[src/rtl/imm_ext_pkg.sv]
// Shared types for the immediate-extension pipeline: extension modes and
// skid-buffer state encoding (bit0 = main valid, bit1 = skid valid).
`timescale 1ns/1ps
package imm_ext_pkg;

  typedef enum logic [1:0] {
    MODE_SEXT      = 2'd0,
    MODE_ZEXT      = 2'd1,
    MODE_UPPER     = 2'd2,
    MODE_SEXT_SHL2 = 2'd3
  } mode_e;

  typedef enum logic [1:0] {
    ST_EMPTY = 2'b00,
    ST_ONE   = 2'b01,
    ST_FULL  = 2'b11
  } state_e;

  localparam int ST_MAIN_V_BIT = 0;
  localparam int ST_SKID_V_BIT = 1;

endpackage

[src/rtl/imm_ext_core.sv]
// Combinational immediate extender: sign/zero extend, upper placement, or
// sign extend with a word-offset shift. Usable standalone by the decoder.
`timescale 1ns/1ps
module imm_ext_core
  import imm_ext_pkg::*;
#(
  parameter int IN_W  = 16,
  parameter int OUT_W = 32
) (
  input  logic [IN_W-1:0]  imm,
  input  mode_e            mode,
  output logic [OUT_W-1:0] ext
);

  logic [OUT_W-1:0] sext;

  assign sext = {{(OUT_W-IN_W){imm[IN_W-1]}}, imm};

  always_comb begin
    ext = sext;
    unique case (mode)
      MODE_SEXT:      ext = sext;
      MODE_ZEXT:      ext = {{(OUT_W-IN_W){1'b0}}, imm};
      MODE_UPPER:     ext = {imm, {(OUT_W-IN_W){1'b0}}};
      // top two bits dropped are sign copies since OUT_W >= IN_W+2
      MODE_SEXT_SHL2: ext = sext << 2;
      default:        ext = sext;
    endcase
  end

endmodule

[src/rtl/imm_extend_pipe.sv]
// Pipelined immediate extender with valid/ready handshake; a 2-entry skid
// buffer keeps full throughput while every output and in_ready come from flops.
`timescale 1ns/1ps
module imm_extend_pipe
  import imm_ext_pkg::*;
#(
  parameter int IN_W  = 16,
  parameter int OUT_W = 32
) (
  input  logic             clk,
  input  logic             rst_n,
  input  logic             in_valid,
  output logic             in_ready,
  input  logic [IN_W-1:0]  in_imm,
  input  logic [1:0]       in_mode,
  output logic             out_valid,
  input  logic             out_ready,
  output logic [OUT_W-1:0] out_data
);

  if (OUT_W < IN_W + 2) begin : g_bad_width
    $error("imm_extend_pipe: OUT_W must be >= IN_W+2");
  end

  state_e           state_q, state_d;
  logic [1:0]       st_raw;
  logic [OUT_W-1:0] main_data_q, main_data_d;
  logic [OUT_W-1:0] skid_data_q, skid_data_d;
  logic [OUT_W-1:0] ext;
  logic             in_x, out_x;

  imm_ext_core #(.IN_W(IN_W), .OUT_W(OUT_W)) u_core (
    .imm  (in_imm),
    .mode (mode_e'(in_mode)),
    .ext  (ext)
  );

  // valid bits are the state register bits themselves
  assign st_raw    = state_q;
  assign out_valid = st_raw[ST_MAIN_V_BIT];
  assign in_ready  = ~st_raw[ST_SKID_V_BIT];
  assign out_data  = main_data_q;

  assign in_x  = in_valid & in_ready;
  assign out_x = out_valid & out_ready;

  always_comb begin
    state_d     = state_q;
    main_data_d = main_data_q;
    skid_data_d = skid_data_q;
    unique case (state_q)
      ST_EMPTY: begin
        if (in_x) begin
          state_d     = ST_ONE;
          main_data_d = ext;
        end
      end
      ST_ONE: begin
        if (in_x && !out_x) begin
          state_d     = ST_FULL;
          skid_data_d = ext;
        end else if (in_x && out_x) begin
          main_data_d = ext;
        end else if (out_x) begin
          state_d = ST_EMPTY;
        end
      end
      ST_FULL: begin
        if (out_x) begin
          state_d     = ST_ONE;
          main_data_d = skid_data_q;
        end
      end
      default: state_d = ST_EMPTY;
    endcase
  end

  always_ff @(posedge clk or negedge rst_n) begin
    if (!rst_n) begin
      state_q     <= ST_EMPTY;
      main_data_q <= '0;
      skid_data_q <= '0;
    end else begin
      state_q     <= state_d;
      main_data_q <= main_data_d;
      skid_data_q <= skid_data_d;
    end
  end

endmodule
[config.mk]
export PLATFORM = sky130hd
export DESIGN_NAME = imm_extend_pipe
export DESIGN_NICKNAME = d
export VERILOG_FILES = /design/src/rtl/imm_ext_pkg.sv /design/src/rtl/imm_ext_core.sv /design/src/rtl/imm_extend_pipe.sv
export SDC_FILE = /design/constraint.sdc
export NUM_CORES = 1
export LEC_CHECK = 0
export CAP_MARGIN = 20
export CORE_MARGIN = 1.5
export CORE_UTILIZATION = 53
export DETAILED_ROUTE_END_ITERATION = 10
export GPL_TIMING_DRIVEN = 0
export PLACE_DENSITY = 0.75
export SLEW_MARGIN = 20
export SYNTH_ARGS = -nofsm -noshare
export SYNTH_HDL_FRONTEND = slang
export SYNTH_SLANG_ARGS = --single-unit
[constraint.sdc]
create_clock -name clk -period 2.3 [get_ports clk]
set_clock_uncertainty 0.1 [all_clocks]
set_input_delay 0.46 -clock clk [delete_from_list [all_inputs] [get_ports clk]]
set_output_delay 0.46 -clock clk [all_outputs]
set_load 0.05 [all_outputs]
== After elaboration in Yosys (flattened, before gate mapping) ==
Cells that the tools add are included.

* Eq/ne operators: 11
* Muxes and demuxes: 12
* Bitwise logic cells: 3
* Reductions and logical operators: 9

{| class="wikitable"
|+ Operators by type and width
! cell !! number
|-
| two-way mux 32 bit || 4
|-
| case mux 32 bit (4 select lines) || 1
|-
| case mux 32 bit (3 select lines) || 1
|-
| two-way mux 2 bit || 5
|-
| inequality test 2 bit (second input constant) || 4
|-
| == test 2 bit (second input constant) || 3
|-
| inequality test 3 bit (second input constant) || 2
|-
| case mux 2 bit (3 select lines) || 1
|-
| AND reduction 5 bit || 1
|-
| == test 2 x 1 -> 1 bit (second input constant) || 2
|-
| logical NOT 2 bit || 2
|-
| AND reduction 4 bit || 1
|-
| nonzero test 3 bit || 1
|-
| bitwise AND 1 bit || 2
|-
| logical AND 1 bit || 2
|-
| AND reduction 2 bit || 1
|-
| logical NOT 1 bit || 1
|-
| inverter 1 bit || 1
|}

* Register bits: 66
* Output and inout port bits: 34

== Longest topological paths before layout ==
* Depth in word-level cells: 6
* Depth in mapped cells: 7

== Modules after synthesis ==
Synthesis repeated with hierarchy kept, for this count alone.

* Cells, all modules: 294
* Area, all modules: 3,941.3 µm²

{| class="wikitable"
|+ By module, submodules not included
! module !! instances !! cells an instance !! area each (µm²)
|-
| imm_extend_pipe || 1 || 234 || 3,429.5
|-
| imm_ext_core || 1 || 60 || 511.7
|}

== Worst setup path before layout ==
No wires, ideal clock.

* Kind: reg2reg
* Start point: reg state_q[0] (netlist: st_raw[0])
* End point: reg main_data_q[29] (netlist: out_data[29])
* Library setup time: 0.128 ns
* Arrival: 1.986 ns
* Required time: 2.072 ns
* Path slack: 0.086 ns
* Stages on the path, launching flop included: 8
* Period minus slack after synthesis: 2.214 ns
* Cells stage by stage: dfrtp_1 > inv_1 > ha_1 > nor2b_1 > a21oi_2 > nand3_4 > buf_6 > mux2_1

* Word-level cells in the longest chain between the ends: 5
* Elaborated cells on any way between the ends: 14
* Those cells by class: eq/ne (6); mux (1); bitwise (1); reduce/logical (6)

{| class="wikitable"
|+ Ends and longest elaborated chain
! element !! RTL line !! text
|-
| from (decl) || imm_extend_pipe.sv:25 || <nowiki>state_e state_q, state_d;</nowiki>
|-
| from (signal assigned) || imm_extend_pipe.sv:84 || <nowiki>state_q <= state_d;</nowiki>
|-
| bitwise AND 1 bit || imm_extend_pipe.sv:45 || <nowiki>assign out_x = out_valid & out_ready;</nowiki>
|-
| logical NOT 1 bit || imm_extend_pipe.sv:59 || <nowiki>if (in_x && !out_x) begin</nowiki>
|-
| logical AND 1 bit || imm_extend_pipe.sv:59 ||
|-
| inequality test 2 bit (no line) || n/a ||
|-
| AND reduction 5 bit (no line) || n/a ||
|-
| to (signal assigned) || imm_extend_pipe.sv:85 || <nowiki>main_data_q <= main_data_d;</nowiki>
|-
| to (decl) || imm_extend_pipe.sv:27 || <nowiki>logic [OUT_W-1:0] main_data_q, main_data_d;</nowiki>
|}

Parallel ways exist; a longest one is shown, timed or not.
A chain may end at the register's enable or synchronous reset.

== Worst setup path after layout ==
* Start point: reg state_q[0] (netlist: st_raw[0])
* End point: out out_valid

{| class="wikitable"
|+ RTL lines
! element !! RTL line !! text
|-
| to (decl) || imm_extend_pipe.sv:16 || <nowiki>output logic out_valid,</nowiki>
|}

No word-level cell between the ends.

==> summary.txt <==
Run status
  • Status: complete, no violations

Pwr
  • Pleak: 0.00184 uW
  • Logic pwr share: 0.550
  • Sequential Power Share: 0.298
  • Sw Ratio: 0.426
  • PwrDens: 1620 mW/mm^2
  • P_int: 3970 uW
  • Sw Pwr: 2940 uW
  • Clock network fraction of total power: 0.153
  • Max VDD drop: 0.993 mV
  • Tot Pwr: 6920 uW

Logic synthesis
  • Syn_area_per_cell: 10.3 sq um
  • Synth Net Count: 355
  • Cell type with the largest total area after synthesis: dfrtp_1
  • Synth top area share: 0.489
  • Cells after Synth: 329
  • #FFs+latches synth: 66
  • Most frequent cell after synthesis: dfrtp_1
  • Post-synth EDFFs: 0
  • Synth cell types: 31
  • Synth async-reset ratio: 1.00
  • Sequential area share after synthesis: 0.489
  • Mapped cell area: 0.00338 sq mm
  • Synth cell count leaders: 66 x dfrtp_1, 48 x o21ai_0, 39 x nand2_1
  • Ys flop type: dfrtp_1
  • Top post-synthesis cells by area: dfrtp_1 49%, o21ai_0 7.1%, mux2_1 5.7%, nor2b_1 4.4%, nand2_1 4.3%
  • Yosys warnings: 0

Clock tree
  • Total CTS buffers: 9
  • Root buffer cell: clkbuf_8
  • Bufs on Longest Clock Path: 2
  • Sink Count: 66
  • H-Tree Depth: 3
  • CTS tree: yes
  • Latest clock arrival within the worst-skew pair: 0.34 ns
  • Clk slew on worst S/H paths: 0.06 ns

Critical path
  • CP Launch Type: flop
  • Top delay family on crit path: buffers and inverters
  • Worst-path fanout max: 7
  • Crit-path slowest cell: clkdlybuf4s50_1
  • Crit Path Class: flop to output port
  • Slowest cell delay on critical path: 0.85 ns
  • Crit-path cells: clkdlybuf4s50_1
  • Worst setup EP type: output port
  • Setup slack, reg-to-reg: 0.23 ns
  • CP Data Required Time: 1.74 ns
  • Arrival @ worst endpoint: 1.65 ns
  • Bufs and invs on worst path: 1

Timing
  • Worst Tran Pin Value: 0.510 ns
  • Fmax: 453 MHz
  • Final Hold Viols: 0
  • Final worst path period need: 2.21 ns
  • Hold WS: 0.384 ns
  • Setup-failing EPs final: 0
  • Relative slew margins: 0.659
  • Final Slew Violations: 0
  • Final worst-path cycle share: 0.960
  • RSZ-0062 raised after global routing: no

Floorplan
  • Die Width: 82.8 microns
  • Cell Rows: 28
  • Io pins: 56
  • Die extent in y: 82.8 microns
  • Initial core utilization: 0.561
  • Core area: 0.00603 sq mm
  • Area of the die: 0.00686 sq mm

Cells and area
  • Synthesis-to-layout area growth: 26.1%
  • Fin util: 0.707
  • Nets: 423
  • N_diodes: 0
  • Layout fillers: 445
  • Share of layout cells above drive strength 1: 0.135
  • Non-Filler Instances: 475

Routing
  • WL/cell: 16.8 microns
  • DRC viols: 0
  • Final Routed Wirelength: 7.97 mm
  • Final ANT Viol Nets: 0
  • Via Count: 2674
  • Drt initial violations: 176
  • DR pass1 iterations: 4
  • Vias/cell: 5.63

Place
  • DP Cell Count: 460
  • Placer Congestion: 0.849
  • Post-detail-place hpwl: 5.61 mm
  • Port bufs: 55

Flow run
  • Maximum capacitance violations: 0

GRT
  • Pin count of the biggest net entering global routing: 39
  • Gr ovfl total: 0
  • GRT Overall Usage: 0.245
  • First-pass GRT wire length: 13.6 mm
  • Initial antenna violation count: 0
  • Number of global-route vias before repair: 2775

Hold path
  • Hold/Removal Path Class: flop to flop
[stage by stage]
stage / setup TNS [ns] / worst slack (ns) / cell area [sq um]
4_1_cts: 0 / 0.0205 / 4260
3_3_place_gp: -97.97 / -1.49 / 4020
2_1_floorplan: 0 / 0.0861 / 3380
6_report: 0 / 0.0915 / 4260
3_5_place_dp: -0.258 / -0.0588 / 4040
5_1_grt: 0 / 0.0394 / 4260
[cell type report]
| type | count | area, sq um | area share |
|---|---|---|---|
| Clock buffer | 11 | 141 | 0.0332 |
| Clock inverter | 3 | 65.1 | 0.0153 |
| Inverter | 4 | 15.0 | 0.00353 |
| Sequential cell | 66 | 1650 | 0.388 |
| Tap cell | 75 | 93.8 | 0.0220 |
| Timing Repair Buffer | 57 | 581 | 0.136 |
| Multi-Input combinational cell | 236 | 1560 | 0.367 |
| Buffer | 23 | 149 | 0.0350 |
[metal layers]
layer	GRT usage	up-vias	part of all wire
met1	0.350	1290	0.48
li1	-	1286	-
met3	0.0567	18	0.046
met5	0	-	0
met4	0.0970	0	0.021
met2	0.364	80	0.45
[power by group through the flow]
stage,Clock (uW),Combinational [uW],Sequential (uW)
final,1060,3800,2060
after global routing,1120,4060,2130
after CTS,1060,3820,2060
after detailed placement,0,3800,2070
after global placement,0,3720,2040
after floorplan,0,1840,2960
[flip-flops by register name, indices dropped and copies added (netlist names)]
signal and cells:
st_raw 2, out_data 32, skid_data_q 32
[placed cells by master, fill, tap and decap left out, types with 2 or more instances in the layout]
cell / synthesis / routed
clkbuf_1: 8 / 9
nand2_1: 39 / 39
buf_6: 7 / 7
and2_4: 2 / 2
a21oi_1: 15 / 15
o21ai_1: 4 / 4
nand2b_1: 2 / 2
mux2_4: 8 / 8
bufinv_16: 0 / 2
ha_1: 4 / 4
mux2_1: 17 / 17
a31oi_1: 15 / 15
a21boi_0: 2 / 2
buf_2: 8 / 8
o21ai_0: 48 / 48
inv_1: 4 / 4
a2bb2oi_1: 15 / 15
nor2_1: 17 / 17
and2b_1: 6 / 6
clkdlybuf4s50_1: 0 / 53
dfrtp_1: 66 / 66
mux2_2: 8 / 8
nor2b_1: 24 / 24
clkbuf_8: 0 / 10
[final timing paths]
kind                                 startpoint         endpoint  cells after the start
min in group asynchronous                 rst_n     out_data[19]                      2
max in group asynchronous                 rst_n      out_data[8]                      3
worst min register to register  skid_data_q[15]  skid_data_q[15]                      2
worst max-delay path                  st_raw[0]        out_valid                      1
worst max register to register        st_raw[0]     out_data[12]                      7
worst min-delay path            skid_data_q[15]  skid_data_q[15]                      2
[cells by family (layout without fill, tap and decap cells)]
group,Yosys count,count (layout),synth area share
compound gates,104,104,0.186
mux,33,33,0.119
fa+ha+maj,4,4,0.0148
flops,66,66,0.489
buf+inv,27,98,0.0485
simple gates,95,95,0.143
[timing repair]
item                                   4_1_cts  5_1_grt
setup endpoints to repair                    0        1
setup buffers                                0        0
hold buffers                                 1        0
gates resized for setup                      0        1
endpoints found under the hold margin       28        0
Note: power is estimated with default switching activity, not from simulation.
